### config.mk
export PLATFORM = sky130hd
export DESIGN_NAME = sqta_ucode_sequencer
export DESIGN_NICKNAME = d
export VERILOG_FILES = /design/src/rtl/sqta_ucode_sequencer.sv
export SDC_FILE = /design/constraint.sdc
export NUM_CORES = 1
export LEC_CHECK = 0
export ABC_AREA = 1
export CORE_MARGIN = 2
export CORE_UTILIZATION = 60
export CTS_BUF_LIST = sky130_fd_sc_hd__clkbuf_4 sky130_fd_sc_hd__clkbuf_8
export CTS_CLUSTER_DIAMETER = 50
export DETAILED_ROUTE_END_ITERATION = 8
export PLACE_DENSITY = 0.92
export SYNTH_ARGS = -nofsm -noshare
export SYNTH_HDL_FRONTEND = slang
export SYNTH_SLANG_ARGS = --single-unit
### constraint.sdc
create_clock -name Clk -period 2.95 [get_ports Clk]
set_input_delay 0.59 -clock Clk [delete_from_list [all_inputs] [get_ports Clk]]
set_output_delay 0.59 -clock Clk [all_outputs]
set_load 0.1 [all_outputs]
### src/rtl/sqta_ucode_sequencer.sv
// Microprogram sequencer with an 8-word writable control store (TEST / false-next / true-next / Z).
// Optional watchdog abort is enabled by defining SQTA_WATCHDOG_EN.
module sqta_ucode_sequencer #(
  parameter int DEPTH      = 8,
  parameter int AW         = 3,
  parameter int CNT_W      = 16,
  parameter int WDOG_LIMIT = 1000
) (
  input  logic             Clk,
  input  logic             Rst,
  input  logic             cfg_valid,
  output logic             cfg_ready,
  input  logic [AW-1:0]    cfg_addr,
  input  logic [10:0]      cfg_data,
  input  logic             start,
  input  logic [AW-1:0]    start_addr,
  input  logic             halt_req,
  input  logic             step,
  input  logic [2:0]       X,
  output logic [2:0]       Z,
  output logic [AW-1:0]    upc,
  output logic             busy,
  output logic             done,
  output logic             err,
  output logic [CNT_W-1:0] cycle_cnt
);

  typedef enum logic [1:0] {IDLE = 2'd0, RUN = 2'd1, PAUSE = 2'd2} state_t;

  function automatic logic [10:0] default_word(input int idx);
    case (idx)
      0:       return 11'b01001010000;
      1:       return 11'b11110101100;
      2:       return 11'b10011101000;
      3:       return 11'b00100100010;
      4:       return 11'b01000100100;
      5:       return 11'b00000000001;
      6:       return 11'b10101000010;
      default: return 11'b00000000000;
    endcase
  endfunction

  state_t state, state_base, state_nxt;

  logic [10:0]   store [DEPTH];
  logic [10:0]   word;
  logic [1:0]    test;
  logic          sel;
  logic [AW-1:0] false_next;
  logic [AW-1:0] true_next;
  logic [AW-1:0] next_upc;
  logic          terminal;
  logic          exec;
  logic          load_start;
  logic          wdog_trip;
  logic          cfg_wr;

  assign word       = store[upc];
  assign test       = word[10:9];
  assign false_next = word[8:6];
  assign true_next  = word[5:3];
  assign terminal   = (test == 2'b00) && (false_next == upc);
  assign next_upc   = sel ? true_next : false_next;

  assign busy      = (state != IDLE);
  assign cfg_ready = (state != RUN);
  assign cfg_wr    = cfg_valid && cfg_ready;

  always_comb begin
    sel = 1'b0;
    case (test)
      2'd1:    sel = X[0];
      2'd2:    sel = X[1];
      2'd3:    sel = X[2];
      default: sel = 1'b0;
    endcase
  end

  // halt_req beats start in RUN; start beats step in PAUSE
  always_comb begin
    exec       = 1'b0;
    load_start = 1'b0;
    state_base = state;
    case (state)
      IDLE: begin
        if (start) begin
          state_base = RUN;
          load_start = 1'b1;
        end
      end
      RUN: begin
        if (halt_req) state_base = PAUSE;
        else          exec       = 1'b1;
      end
      PAUSE: begin
        if (start)     state_base = RUN;
        else if (step) exec       = 1'b1;
      end
      default: state_base = IDLE;
    endcase
  end

  always_comb begin
    state_nxt = state_base;
    if (exec && (terminal || wdog_trip)) state_nxt = IDLE;
  end

  always_ff @(posedge Clk or negedge Rst) begin
    if (!Rst) state <= IDLE;
    else      state <= state_nxt;
  end

  always_ff @(posedge Clk or negedge Rst) begin
    if (!Rst) begin
      for (int i = 0; i < DEPTH; i++) store[i] <= default_word(i);
    end else if (cfg_wr) begin
      store[cfg_addr] <= cfg_data;
    end
  end

  always_ff @(posedge Clk or negedge Rst) begin
    if (!Rst) begin
      upc       <= '0;
      Z         <= '0;
      done      <= 1'b0;
      cycle_cnt <= '0;
    end else begin
      done <= exec && terminal;
      if (load_start) begin
        upc       <= start_addr;
        cycle_cnt <= '0;
      end else if (exec) begin
        upc <= next_upc;
        Z   <= wdog_trip ? 3'b000 : word[2:0];
        if (cycle_cnt != {CNT_W{1'b1}}) cycle_cnt <= cycle_cnt + 1'b1;
      end
    end
  end

`ifdef SQTA_WATCHDOG_EN
  localparam int WW = $clog2(WDOG_LIMIT + 1);

  logic [WW-1:0] wdog_cnt;

  // trips on the microcycle that would make the count reach the limit
  assign wdog_trip = exec && !terminal && (wdog_cnt == WW'(WDOG_LIMIT - 1));

  always_ff @(posedge Clk or negedge Rst) begin
    if (!Rst) begin
      wdog_cnt <= '0;
      err      <= 1'b0;
    end else if (load_start) begin
      wdog_cnt <= '0;
      err      <= 1'b0;
    end else if (exec) begin
      if (wdog_cnt != WW'(WDOG_LIMIT)) wdog_cnt <= wdog_cnt + 1'b1;
      if (wdog_trip) err <= 1'b1;
    end
  end
`else
  assign wdog_trip = 1'b0;
  assign err       = 1'b0;
`endif

endmodule
**Yosys cells after proc, flatten, opt, wreduce, memory -nomap -nowiden**

Cells that the tools add are included.

- Word-level logic and storage cells: 66
- Output and inout bits: 26
- Register bits after elaboration: 113

- Add/sub/neg operators: 1
- Reduce and logical (&&, ||, !) cells: 13
- Magnitude comparators: 3
- Mux-type cells: 23
- Bitwise logic cells: 3
- Eq/ne operators: 10

Operators by type and width:

| kind | count |
|---|---|
| $bwmux W88 | 1 |
| $mux W16 | 3 |
| $bmux W11 S3 | 1 |
| $demux W11 S3 | 1 |
| $mux W11 | 3 |
| $add A16 B1 Y16 const B | 1 |
| $ne A16 B16 Y1 const B | 1 |
| $mux W3 | 3 |
| $ge A4 B4 Y1 const B | 2 |
| $not A3 Y4 | 2 |
| $eq A2 B2 Y1 const B | 3 |
| $mux W2 | 3 |
| $reduce_and A2 Y1 | 3 |
| $reduce_bool A2 Y1 | 3 |
| $mux W1 | 5 |
| $eq A2 B1 Y1 const B | 2 |
| $logic_and A1 B1 Y1 | 4 |
| $logic_not A2 Y1 | 2 |
| $lt A4 B1 Y1 const B | 1 |
| $pmux W2 S2 | 1 |
| $eq A3 B3 Y1 | 1 |
| $ne A3 B1 Y1 const B | 1 |
| $ne A3 B3 Y1 const B | 1 |
| $pmux W1 S3 | 1 |
| other kinds (4) | 4 |

**Depth between registers and ports, before layout**

- Depth in word-level cells: 9
- Gate-level depth with buffers: 13
- Depth with buffers taken out: 11

**Worst setup path after synthesis**

Ideal clock, no wire load.

- Kind: register -> register
- From: register cycle_cnt[0]
- To: register cycle_cnt[0]
- Setup slack: 530 ps
- Clock period less this slack: 2420 ps
- Required time: 2848 ps
- Library setup time: 102 ps
- Arrival time: 2318 ps
- Stages on the path, launching flop included: 11
- Cell sequence: dfrtp_1 -> ha_1 -> nand2_1 -> nor2_4 -> nand2_2 -> nor4_4 -> nor2_4 -> inv_6 -> buf_12 -> nand2_2 -> o31ai_1

- Cells in the longest elaborated chain, start to end: 4

Ends and longest elaborated chain:

| element | RTL line | source |
|---|---|---|
| from (decl) | 25 | `output logic [CNT_W-1:0] cycle_cnt` |
| from (signal assigned) | 135 | `if (cycle_cnt != {CNT_W{1'b1}}) cycle_cnt <= cycle_cnt + 1'b1;` |
| $add A16 B1 Y16 | 135 |  |
| $mux W16 | 135 |  |
| $mux W16 | 132 | `end else if (exec) begin` |
| $mux W16 | 129 | `if (load_start) begin` |

Parallel ways exist; a longest one is shown, timed or not. The select of a mux whose other input is x is not followed.
A chain may end at the register's enable or synchronous reset.

**Final worst setup path**

- From: register upc[1]
- To: output upc[1]

RTL lines:

| element | RTL line | source |
|---|---|---|
| from (decl) | 21 | `output logic [AW-1:0] upc,` |
| from (signal assigned) | 130 | `upc <= start_addr;` |
| from (signal assigned) | 133 | `upc <= next_upc;` |

No word-level cell between the ends.

==> summary.md <==
| Metric | Value |
|---|---|
| GPL Wtd Cong | 0.9217 |
| Final setup violation count | 0 |
| Dpl cells | 880 |
| Core ar. | 9284 um2 |
| First-pass GRT wire length | 24,990 um |
| FFs w/ async S/R, synth | 100.0% |
| Largest net degree at the start of global routing | 75 |
| Syn avg cell area | 7.926 um2 |
| Crit path cell chain | buf_4 > buf_4 |
| Die Ht | 101.9 um |
| Pin slew with the least headroom to its limit | 787.5 ps |
| Boundary Pins | 52 |
| Vias/cell | 5.941 |
| Setup bufs post-CTS | 0 |
| Max Fclk | 430.8 MHz |
| CP required | 2360 ps |
| Vias in the first global route | 5,317 |
| Antenna Cells | 0 |
| Number of enable flip-flop cells after synthesis | 0 |
| Pleak | 3.108 nW |
| Placed Area | 6260 um2 |
| Max VDD drop | 0.0005657 V |
| Largest delay share family, worst path | buffers and inverters |
| Fin. max-slew vios | 0 |
| Yosys warnings | 0 |
| RSZ-0062 raised after global routing | false |
| Switching pwr | 3.491 mW |
| Post-synth design cell area | 5754 um2 |
| TritonCTS clock tree | built |
| Main synth FF type | dfrtp_1 |
| Final period util | 78.69% |
| Commonest non-fill, non-tap cell in the layout | nand2_1 |
| Worst path bufs/invs | 2 |
| CTS Buf Count | 17 |
| Die width | 101.9 um |
| Fin area | 6644 um2 |
| CTS resizes | 0 |
| CTS sink count | 113 |
| Met2 Use GR | 50.10% |
| Clock latency on the worst-skew pair | 440 ps |
| Crit path arrival time | 1730 ps |
| Net Sw Frac | 46.23% |
| Initial Util | 61.98% |
| Layout Nets | 801 |
| Post-synth cell types | 39 |
| Sequential power share | 36.8% |
| Std-Cell Rows | 35 |
| CTS Buffer Depth | 2 |
| Clock share of power | 18.6% |
| Crit start category | flip-flop |
| Max cap viols | 0 |
| Hold crit path type | input port to asynchronous set/reset pin |
| Crit. End Element | output port |
| Global Route met3 Usage | 6.703% |
| Vias | 5,418 |
| Pre-antenna DRT Iters | 6 |
| HPWL after detailed placement | 9312 um |
| Post-layout minimum cycle time | 2321 ps |
| Setup Crit Path Kind | flip-flop to output port |
| Power per cell area | 1137 nW/um2 |
| Share of cells above drive strength 1 | 15.45% |
| Initial DRC count | 582 |
| M1 GR Usage | 39.95% |
| Post-route ant nets | 0 |
| Internal power | 4.060 mW |
| Port bufs | 50 |
| Clk slew on worst S/H paths | 80 ps |
| Relative slew slack | 47.38% |
| Register area share after synthesis | 49.71% |
| Clk_skew | 13.10 ps |
| DRT Wirelength | 14,880 um |
| Most frequent cells in the layout | nand2_1, o21ai_0, dfrtp_1, inv_1, nand3_1 |
| Outcome | completed |
| Finished Layout Cells | 912 |
| Logic pwr share | 44.6% |
| Routed len/inst | 16.31 um |
| Hold Violations, Final | 0 |
| Seq cells post-synth | 113 |
| Slowest Stage Delay on Critical Path | 580 ps |
| GR peak layer | met2 |
| Cells after synthesis | 726 |
| Synthesized net count | 757 |
| Grt total ovfl | 0 |
| Post-route setup TNS | 0 ps |
| Drt drc | 0 |
| Clock Tree Root | clkbuf_8 |
| Antenna violations before repair | 0 |
| H-Tree Depth | 4 |
| Most used cell, CP | buf_4 |
| Synth-to-layout area growth | 15.46% |
| Crit Path Max Fanout | 22 |
| Die footprint | 10,390 um2 |
| CP max-delay cell | dfrtp_1 |
| Hold bufs inserted after CTS | 0 |
| Tot GR Track Use | 30.99% |
through the flow:
stage | setup slack (ps) | total power [mW] | util, % | hold WS (ps)
floorplan | 530.4 | 5.269 | - | 294.4
global placement | 564.5 | 5.838 | 67.43 | 460.0
detailed placement | 453.1 | 6.027 | 67.43 | 473.2
CTS | 649.7 | 7.487 | 71.56 | 137.8
global route | 569.3 | 8.053 | 71.56 | 151.7
finish | 628.7 | 7.551 | 71.56 | 115.6
final timing paths:
check	startpoint	to	slack, ps	depth (start not counted)
min in group Clk	store[82]	store[82]	490	2
min	Rst	store[53]	120	1
max in group asynchronous	Rst	store[73]	2030	2
max reg2reg	upc[0]	state[1]	830	8
max	upc[1]	upc[1]	630	2
min reg2reg	store[82]	store[82]	490	2
flip-flops by register name, indices dropped and copies added (netlist names):
signal     flops
Z              3
cycle_cnt     16
done           1
state          2
store         88
upc            3
final cells by class:
| cell class | instances | area (um2) |
|---|---|---|
| Sequential cell | 113 | 2860 |
| Fill cell | 667 | 2640 |
| Multi-Input combinational cell | 503 | 2409 |
| Timing Repair Buffer | 62 | 550.5 |
| Inverter | 73 | 279.0 |
| Clock buffer | 19 | 255.2 |
| Tap cell | 129 | 161.4 |
| Clock inverter | 13 | 128.9 |
cells by family (layout without fill, tap and decap cells):
| group | count (synthesis) | after routing | share of synthesized area, % |
|---|---|---|---|
| and+or+nand+nor | 338 | 338 | 25.51 |
| AOI/OAI and AO/OA | 152 | 152 | 14.13 |
| DFF | 113 | 113 | 49.71 |
| buffers and inverters | 110 | 167 | 8.437 |
| xor gates and xnor gates | 7 | 7 | 1.065 |
| adders and majority gates | 5 | 5 | 1.087 |
| other | 1 | 1 | 0.06517 |
metal layers:
layer	vias to the layer above	part of all wire, %
met5	-	0
met4	0	3.8
met3	69	9.1
met2	333	49
met1	2570	38
li1	2446	-
power groups by stage:
stage / clock (mW) / sequential [mW] / combinational [mW]
finish: 1.41 / 2.78 / 3.37
global route: 1.48 / 2.85 / 3.73
CTS: 1.41 / 2.76 / 3.32
detailed placement: 0 / 2.78 / 3.25
global placement: 0 / 2.73 / 3.10
floorplan: 0 / 3.16 / 2.11
cell usage after synthesis (all sizes together) (5+ instances only):
cell	number	area share, %
inv	73	4.8
xor2	6	0.91
a21oi	19	1.7
nor3	9	1.1
o21ai	114	10
nand3	70	6.2
dfstp	26	12
clkbuf	16	1.0
dfrtp	87	38
ha	5	1.1
o211ai	10	1.3
nand2	195	13
nor2	54	4.0
buf	21	2.5
Power figures use the tool's default switching activity.
